### config.mk
export PLATFORM = sky130hd
export DESIGN_NAME = acc_alu_core
export DESIGN_NICKNAME = d
export VERILOG_FILES = /design/src/rtl/acc_alu_core.sv
export SDC_FILE = /design/constraint.sdc
export NUM_CORES = 1
export LEC_CHECK = 0
export CELL_PAD_IN_SITES_DETAIL_PLACEMENT = 1
export CELL_PAD_IN_SITES_GLOBAL_PLACEMENT = 2
export CORE_MARGIN = 2
export CORE_UTILIZATION = 42
export CTS_CLUSTER_SIZE = 25
export DETAILED_ROUTE_END_ITERATION = 10
export PLACE_DENSITY = 0.78
export SYNTH_ARGS = -nofsm -noshare
export SYNTH_HDL_FRONTEND = slang
export SYNTH_SLANG_ARGS = --single-unit
### constraint.sdc
create_clock -name clk -period 4.6 [get_ports clk]
set_input_delay 0.92 -clock clk [delete_from_list [all_inputs] [get_ports clk]]
set_output_delay 0.92 -clock clk [all_outputs]
set_load 0.005 [all_outputs]
### src/rtl/acc_alu_core.sv
// Single-issue accumulator ALU with a small scratch memory.
// Each command runs IDLE -> EXEC -> RESP, and the response is held until the consumer takes it.
module acc_alu_core #(
   parameter  int DATA_W    = 8,
   parameter  int MEM_DEPTH = 16,
   localparam int ADDR_W    = $clog2(MEM_DEPTH)
) (
   input  logic              clk,
   input  logic              rst,
   input  logic              cmd_valid,
   output logic              cmd_ready,
   input  logic [3:0]        cmd_op,
   input  logic [ADDR_W-1:0] cmd_addr,
   input  logic [DATA_W-1:0] cmd_data,
   output logic              rsp_valid,
   input  logic              rsp_ready,
   output logic [DATA_W-1:0] rsp_data,
   output logic [2:0]        rsp_flags,
   output logic              busy
);

   typedef enum logic [1:0] {
      ST_IDLE,
      ST_EXEC,
      ST_RESP
   } state_t;

   typedef enum logic [3:0] {
      OP_ADD   = 4'd0,
      OP_SUB   = 4'd1,
      OP_STORE = 4'd2,
      OP_LOAD  = 4'd3,
      OP_LDI   = 4'd4,
      OP_AND   = 4'd5,
      OP_OR    = 4'd6,
      OP_XOR   = 4'd7,
      OP_NOT   = 4'd8,
      OP_SHL   = 4'd9,
      OP_SHR   = 4'd10,
      OP_ADDM  = 4'd11,
      OP_SUBM  = 4'd12,
      OP_NOP   = 4'd15
   } op_t;

   typedef struct packed {
      logic err;
      logic carry;
      logic zero;
   } flags_t;

   state_t            state;
   logic [3:0]        op_q;
   logic [ADDR_W-1:0] addr_q;
   logic [DATA_W-1:0] imm_q;

   logic [DATA_W-1:0] acc;
   flags_t            flags;
   logic [DATA_W-1:0] mem [MEM_DEPTH];

   logic              exec;
   logic [DATA_W-1:0] mem_rd;
   logic [DATA_W-1:0] opnd;
   logic [DATA_W:0]   sum;
   logic [DATA_W:0]   diff;
   logic [DATA_W-1:0] nxt_acc;
   logic              nxt_carry;
   logic              nxt_err;
   logic              mem_we;

   assign cmd_ready = (state == ST_IDLE);
   assign busy      = (state != ST_IDLE);
   assign exec      = (state == ST_EXEC);
   assign rsp_data  = acc;
   assign rsp_flags = flags;

   // Memory operands come from the pre-edge contents, so LOAD/ADDM/SUBM never see a same-cycle write.
   assign mem_rd = mem[addr_q];
   assign opnd   = ((op_q == OP_ADDM) || (op_q == OP_SUBM)) ? mem_rd : imm_q;
   assign sum    = {1'b0, acc} + {1'b0, opnd};
   assign diff   = {1'b0, acc} - {1'b0, opnd};

   // NOTE: every output of a combinational block gets a default first, so no path can infer a latch.
   always_comb begin
      nxt_acc   = acc;
      nxt_carry = 1'b0;
      nxt_err   = 1'b0;
      mem_we    = 1'b0;
      case (op_q)
         OP_ADD, OP_ADDM: begin
            nxt_acc   = sum[DATA_W-1:0];
            nxt_carry = sum[DATA_W];
         end
         OP_SUB, OP_SUBM: begin
            nxt_acc   = diff[DATA_W-1:0];
            nxt_carry = diff[DATA_W];
         end
         OP_STORE: mem_we  = 1'b1;
         OP_LOAD:  nxt_acc = mem_rd;
         OP_LDI:   nxt_acc = imm_q;
         OP_AND:   nxt_acc = acc & imm_q;
         OP_OR:    nxt_acc = acc | imm_q;
         OP_XOR:   nxt_acc = acc ^ imm_q;
         OP_NOT:   nxt_acc = ~acc;
         OP_SHL: begin
            nxt_acc   = {acc[DATA_W-2:0], 1'b0};
            nxt_carry = acc[DATA_W-1];
         end
         OP_SHR: begin
            nxt_acc   = {1'b0, acc[DATA_W-1:1]};
            nxt_carry = acc[0];
         end
         OP_NOP:   nxt_acc = acc;
         default:  nxt_err = 1'b1;
      endcase
   end

   // NOTE: all clocked state uses non-blocking assignments so every register samples pre-edge values.
   always_ff @(posedge clk) begin
      if (rst) begin
         state     <= ST_IDLE;
         rsp_valid <= 1'b0;
         op_q      <= OP_NOP;
         addr_q    <= '0;
         imm_q     <= '0;
      end else begin
         case (state)
            ST_IDLE: begin
               if (cmd_valid) begin
                  op_q   <= cmd_op;
                  addr_q <= cmd_addr;
                  imm_q  <= cmd_data;
                  state  <= ST_EXEC;
               end
            end
            ST_EXEC: begin
               state     <= ST_RESP;
               rsp_valid <= 1'b1;
            end
            ST_RESP: begin
               if (rsp_ready) begin
                  state     <= ST_IDLE;
                  rsp_valid <= 1'b0;
               end
            end
            default: begin
               state     <= ST_IDLE;
               rsp_valid <= 1'b0;
            end
         endcase
      end
   end

   always_ff @(posedge clk) begin
      if (rst) begin
         acc   <= '0;
         flags <= '0;
      end else if (exec) begin
         acc   <= nxt_acc;
         flags <= '{err: nxt_err, carry: nxt_carry, zero: (nxt_acc == '0)};
      end
   end

   // NOTE: the scratch memory must read zero after reset, so it is a reset flop array rather than a RAM macro.
   always_ff @(posedge clk) begin
      if (rst) begin
         for (int i = 0; i < MEM_DEPTH; i++) begin
            mem[i] <= '0;
         end
      end else if (exec && mem_we) begin
         mem[addr_q] <= acc;
      end
   end

endmodule

# ---- After elaboration in Yosys (flattened, before gate mapping)
# Memory sizes are Yosys's and may differ from the RTL's. A register that Yosys moved wholly into a read port is not among the register bits.
# Index checks and enable logic that the tools add are counted.
dict set report totals {
  ff_bits 30
  out_inout_bits 14
  memories 1
  ramBits 128
}
dict set report classes {
  n_reduce_logical 13
  bitwise_logic 5
  n_eq_ne 17
  mux 20
  add_sub_neg 2
}
# memory depth width rd rd_ports_with_merged_regs write_ports line_no
set memory_table {}
lappend memory_table {mem 16 8 1 1 16 58} ;# logic [DATA_W-1:0] mem [MEM_DEPTH];
# cell n
set ops {}
lappend ops {{$pmux W8 S10} 1}
lappend ops {{$eq A4 B4 Y1 const B} 6}
lappend ops {{$eq A4 B3 Y1 const B} 4}
lappend ops {{$mux W8} 2}
lappend ops {{$reduce_or A14 Y1} 1}
lappend ops {{$mux W4} 3}
lappend ops {{$add A8 B8 Y9} 1}
lappend ops {{$mux W1} 9}
lappend ops {{$sub A8 B8 Y9} 1}
lappend ops {{$and A8 B8 Y8} 1}
lappend ops {{$eq A4 B2 Y1 const B} 2}
lappend ops {{$logic_not A8 Y1} 1}
lappend ops {{$not A8 Y8} 1}
lappend ops {{$or A8 B8 Y8} 1}
lappend ops {{$reduce_or A8 Y1} 1}
lappend ops {{$xor A8 B8 Y8} 1}
lappend ops {{$pmux W2 S3} 1}
lappend ops {{$reduce_and A2 Y1} 3}
lappend ops {{$eq A4 B1 Y1 const B} 1}
lappend ops {{$logic_not A4 Y1} 1}
lappend ops {{$mux W2} 2}
lappend ops {{$ne A2 B2 Y1 const B} 2}
lappend ops {{$pmux W1 S4} 1}
lappend ops {{$reduce_or A2 Y1} 2}
lappend ops {{8 further kinds} 8}

# ---- Depth between registers and ports, before layout
dict set report depth {
  ltp_word 8
  ltp_mapped 18
  ltp_nobuf 16
}

# ---- Worst setup path after synthesis
# Ideal clock, no wire load.
dict set report synth_timing {
  path_kind {reg2reg}
  start {register op_q[0]}
  end {register flags, in the netlist rsp_flags[0]}
  setup_ns 0.058
  setup_slack_ns 0.669
  required_ns 4.542
  arrival_ns 3.873
  path_buffers 2
  path_stages_with_launch 17
  cell_sequence {dfxtp_1 -> clkbuf_1 -> buf_1 -> nand2_1 -> o21ai_0 -> nand2_1 -> o21ai_0 -> ha_1 -> inv_1 -> fa_1 -> a31o_1 -> a31o_1 -> a221oi_1 -> a21oi_1 -> o32a_1 -> nor4_1 -> o21a_1}
}
dict set report synth_via {
  elab_chain_len 6
  elab_cells_between_ends 20
}
# item line_no
set synth_lines {}
lappend synth_lines {{start, declared} 52} ;# logic [3:0] op_q;
lappend synth_lines {{start signal, assigned} 129} ;# op_q <= cmd_op;
lappend synth_lines {{$eq A4 B4 Y1} {78, 88}}
lappend synth_lines {{$logic_or A1 B1 Y1} 78} ;# assign opnd = ((op_q == OP_ADDM) || (op_q == OP_SUBM)) ? mem_rd : imm_q;
lappend synth_lines {{$mux W8} 78}
lappend synth_lines {{$sub A8 B8 Y9 or $add A8 B8 Y9 (tied branches)} {80, 79}}
lappend synth_lines {{$pmux W8 S10 *} 88} ;# case (op_q)
lappend synth_lines {{$logic_not A8 Y1 *} 159} ;# flags <= '{err: nxt_err, carry: nxt_carry, zero: (nxt_acc == '0)};
lappend synth_lines {{end signal, assigned} 159}
lappend synth_lines {{end, declared} 57} ;# flags_t flags;
# Mark *: on every way between the ends. The rest lies on a longest branch, timed or not.
# A chain may end at the register's enable or synchronous reset.

==> reports/results.md <==
* 28200 um — post-detailed-routing wire length
* 4 — number of H-tree branching levels
* 0 — number of synthesis warnings
* register — nature of the critical path startpoint
* 0 ns — sum of negative setup slack
* 885 — number of nets at the end of the flow
* 34.0% — Slew HR
* 649 — starting DRC count in detailed routing
* 10.8% — post-synthesis mux area share
* 26 — critical-path maximum fanout
* 1 — number of buffers and inverters on the critical path
* 0.00360 uW — Pleak
* yes — clock tree from TritonCTS
* 21000 um2 — placeable core region
* 864 — number of nets in the synthesized netlist
* 0.44 ns — clock insertion delay at the later pin of the skew report
* compound AO/OA/AOI/OAI gates — cell family contributing the most delay on the critical path
* 12.3% — fraction of layout cells with a size suffix above 1
* 0% — share of flip-flops with an asynchronous set or reset after synthesis
* 53 — Cell Rows
* 0 — number of hold buffers added after cts
* 4.28 ns — final period demand of the worst path
* simple AND/OR/NAND/NOR gates — largest family of logic cells by synthesized area
* sky130_fd_sc_hd__edfxtp_1 — cell type with the largest total area after synthesis
* 48.9% — fin util
* 0.320 ns — Final Worst Setup Slack
* 359 nW/um2 — power density over cell area
* 0 — remaining antenna violation count
* 6974 — Vias
* 43500 um — first-pass GRT wire length
* 14.5% — synthesis-to-layout area growth
* 0 — number of antenna violations at the first check in global routing
* 43.0% — top-area cell type share of the netlist area
* 0 — DRC viols
* 128 — count of flip-flops with a built-in enable after synthesis
* 0.460 ns — Post-Route Hold Slack
* 42.7% — starting utilization of the core area
* 71 — count of different cell masters after synthesis
* 0 — total of max-cap violations
* 0 — Hold Vio Cnt, Final
* sky130_fd_sc_hd__edfxtp_1, sky130_fd_sc_hd__nor3_1, sky130_fd_sc_hd__nand2_1 — commonest non-fill, non-tap cells in the layout
* 809 — Synth Instances
* 265 uV — peak supply drop
* sky130_fd_sc_hd__edfxtp_1, sky130_fd_sc_hd__dfxtp_1, sky130_fd_sc_hd__nor3_1, sky130_fd_sc_hd__mux4_2, sky130_fd_sc_hd__ha_1 — top post-synthesis cells by area
* 50.6% — share of the yosys chip area belonging to registers
* 17 — total CTS buffers
* 5.07% — fraction of the mapped netlist area in adder cells
* 4.98 ns — worst endpoint required time
* 5 — number of search-and-repair iterations in the first detailed-routing pass
* 33 — Port Buf Inserts
* 150 um — die span in x
* sky130_fd_sc_hd__mux4_1 — slowest CP cell
* 11.7% — compound-cell area share of the yosys netlist
* 19100 um — DP Wirelength
* 0.0178 ns — worst setup skew after layout
* 7151 — vias in the first global route
* 2 — buffers from clock root to sink, at most
* 0 — fin. max-slew vios
* 0 — # diodes
* completed — status
* 0.196% — synthesized-area fraction occupied by xor and xnor cells
* sky130_fd_sc_hd__clkbuf_16 — root buf cell
* 0.887 — Final Wtd Congestion
* 40 — pin count of the biggest net entering global routing
* 162 — number of storage elements in the synthesis netlist
* 16.6% — simple logic cell fraction of the synthesized area
* 0 — remaining global-route overflow
* 0.982 ns — slew at the pin closest to its max-slew limit
* 0.08 ns — clock-pin slew of the registers on the worst-case setup and hold paths
* register to register — CP Class
* register — Critical Path Sink Type
* 0.59 ns — slowest stage delay, CP
* 234 MHz — maximum achievable frequency
* buf_12, mux4_1, a22o_1, a221oi_2, o21ai_1, ha_1, fa_1, nor3b_1, nor3_2, o31a_1, o22a_1, a21oi_1, o32a_1, nor4_1, o21a_1 — Cell Chain, Critical Path
* 0 — Post-CTS Resized
* 11.1 um2 — mean area per synthesized cell
* 22500 um2 — die area
* sky130_fd_sc_hd__edfxtp_1 — most common library cell in the layout ignoring fill and taps
* register to register — Hold Crit Class
* 0 — Final Setup Violations
* 26.3% — global router's overall resource usage
* 25.2 um — detailed-route wire length per cell
* 4.67 ns — Data arrival, critical path
* 0.275 ns — Worst Setup Slack post-DPL
* 93.1% — Final period util
* 0 — number of buffers inserted to repair setup after CTS
* 34 — total I/O pin count
* sky130_fd_sc_hd__edfxtp_1 — ys flop type
* 162 — Sink Count
* 6.24 — vias per cell
* 150 um — Die Y-Extent
* false — setup repair after global routing missed its margin
* 8940 um2 — post-synthesis cell area
==> tightest hold or removal path: cells and delay by family (launching register included) <==
family           cells  cell delay [ns]
flip-flops           1             0.32
AND/OR/NAND/NOR      1             0.05
AO/OA/AOI/OAI        1             0.05
==> report_power, final <==
group	total (uW)	switching (uW)	internal, uW
logic	544	337	207
clock network	1460	642	813
registers	1680	48.7	1630
==> through the flow <==
| stage | instance area [um2] | instances | power [uW] |
|---|---|---|---|
| floorplan | 8940 | 809 | 2040 |
| detailed placement | 9650 | 1086 | 2250 |
| finish | 10200 | 1118 | 3680 |
| global placement | 9650 | 1086 | 2230 |
| CTS | 10200 | 1118 | 3690 |
| global route | 10200 | 1118 | 3800 |
==> layer usage <==
layer | GRT usage, % | wire length, um | up-vias
met2 | 46.0 | 14600 | 197
met4 | 9.34 | 697 | 0
met1 | 32.8 | 11700 | 3587
li1 | - | - | 3141
met5 | 0 | 0 | -
met3 | 4.60 | 1290 | 49
==> cells by family after synthesis <==
family | after synthesis
AO/OA/AOI/OAI | 155
XOR/XNOR | 2
adder cells (fa/ha/maj) | 35
buffers and inverters | 110
flip-flops | 162
multiplexers | 51
AND/OR/NAND/NOR | 294
==> flip-flops by register name, indices dropped and copies added (netlist names), named ones only <==
register and flops:
imm_q 8, rsp_flags 3, state 2, rsp_data 8
rsp_valid 1, mem 128, addr_q 4, op_q 4
==> final cells by class <==
type	count	area [um2]
Clock buffer	20	437
Clock inverter	12	146
Fill cell	2236	10700
Inverter	34	128
Multi-Input combinational cell	537	3970
Sequential cell	162	4520
Tap cell	275	344
Timing Repair Buffer	78	693
==> Yosys cell counts, types with 9 or more instances <==
master / count
sky130_fd_sc_hd__mux4_1: 11
sky130_fd_sc_hd__dfxtp_1: 34
sky130_fd_sc_hd__nor2_1: 29
sky130_fd_sc_hd__ha_1: 33
sky130_fd_sc_hd__clkbuf_1: 51
sky130_fd_sc_hd__mux4_2: 22
sky130_fd_sc_hd__a31oi_1: 9
sky130_fd_sc_hd__nor4_1: 36
sky130_fd_sc_hd__a21oi_1: 39
sky130_fd_sc_hd__o21ai_0: 31
sky130_fd_sc_hd__mux2i_1: 16
sky130_fd_sc_hd__buf_2: 15
sky130_fd_sc_hd__nor3_1: 106
sky130_fd_sc_hd__nor2b_1: 13
sky130_fd_sc_hd__edfxtp_1: 128
sky130_fd_sc_hd__nand2_1: 71
sky130_fd_sc_hd__inv_1: 25
==> final timing paths <==
check,from,slack (ns),endpoint,depth (start not counted)
worst min-delay path,rsp_flags[2],0.46,rsp_flags[2],2
worst max register to register,register,0.32,rsp_flags[0],15
worst min register to register,rsp_flags[2],0.46,rsp_flags[2],2
worst max-delay path,register,0.32,rsp_flags[0],15
No activity file was read; power rests on OpenSTA's default activity.
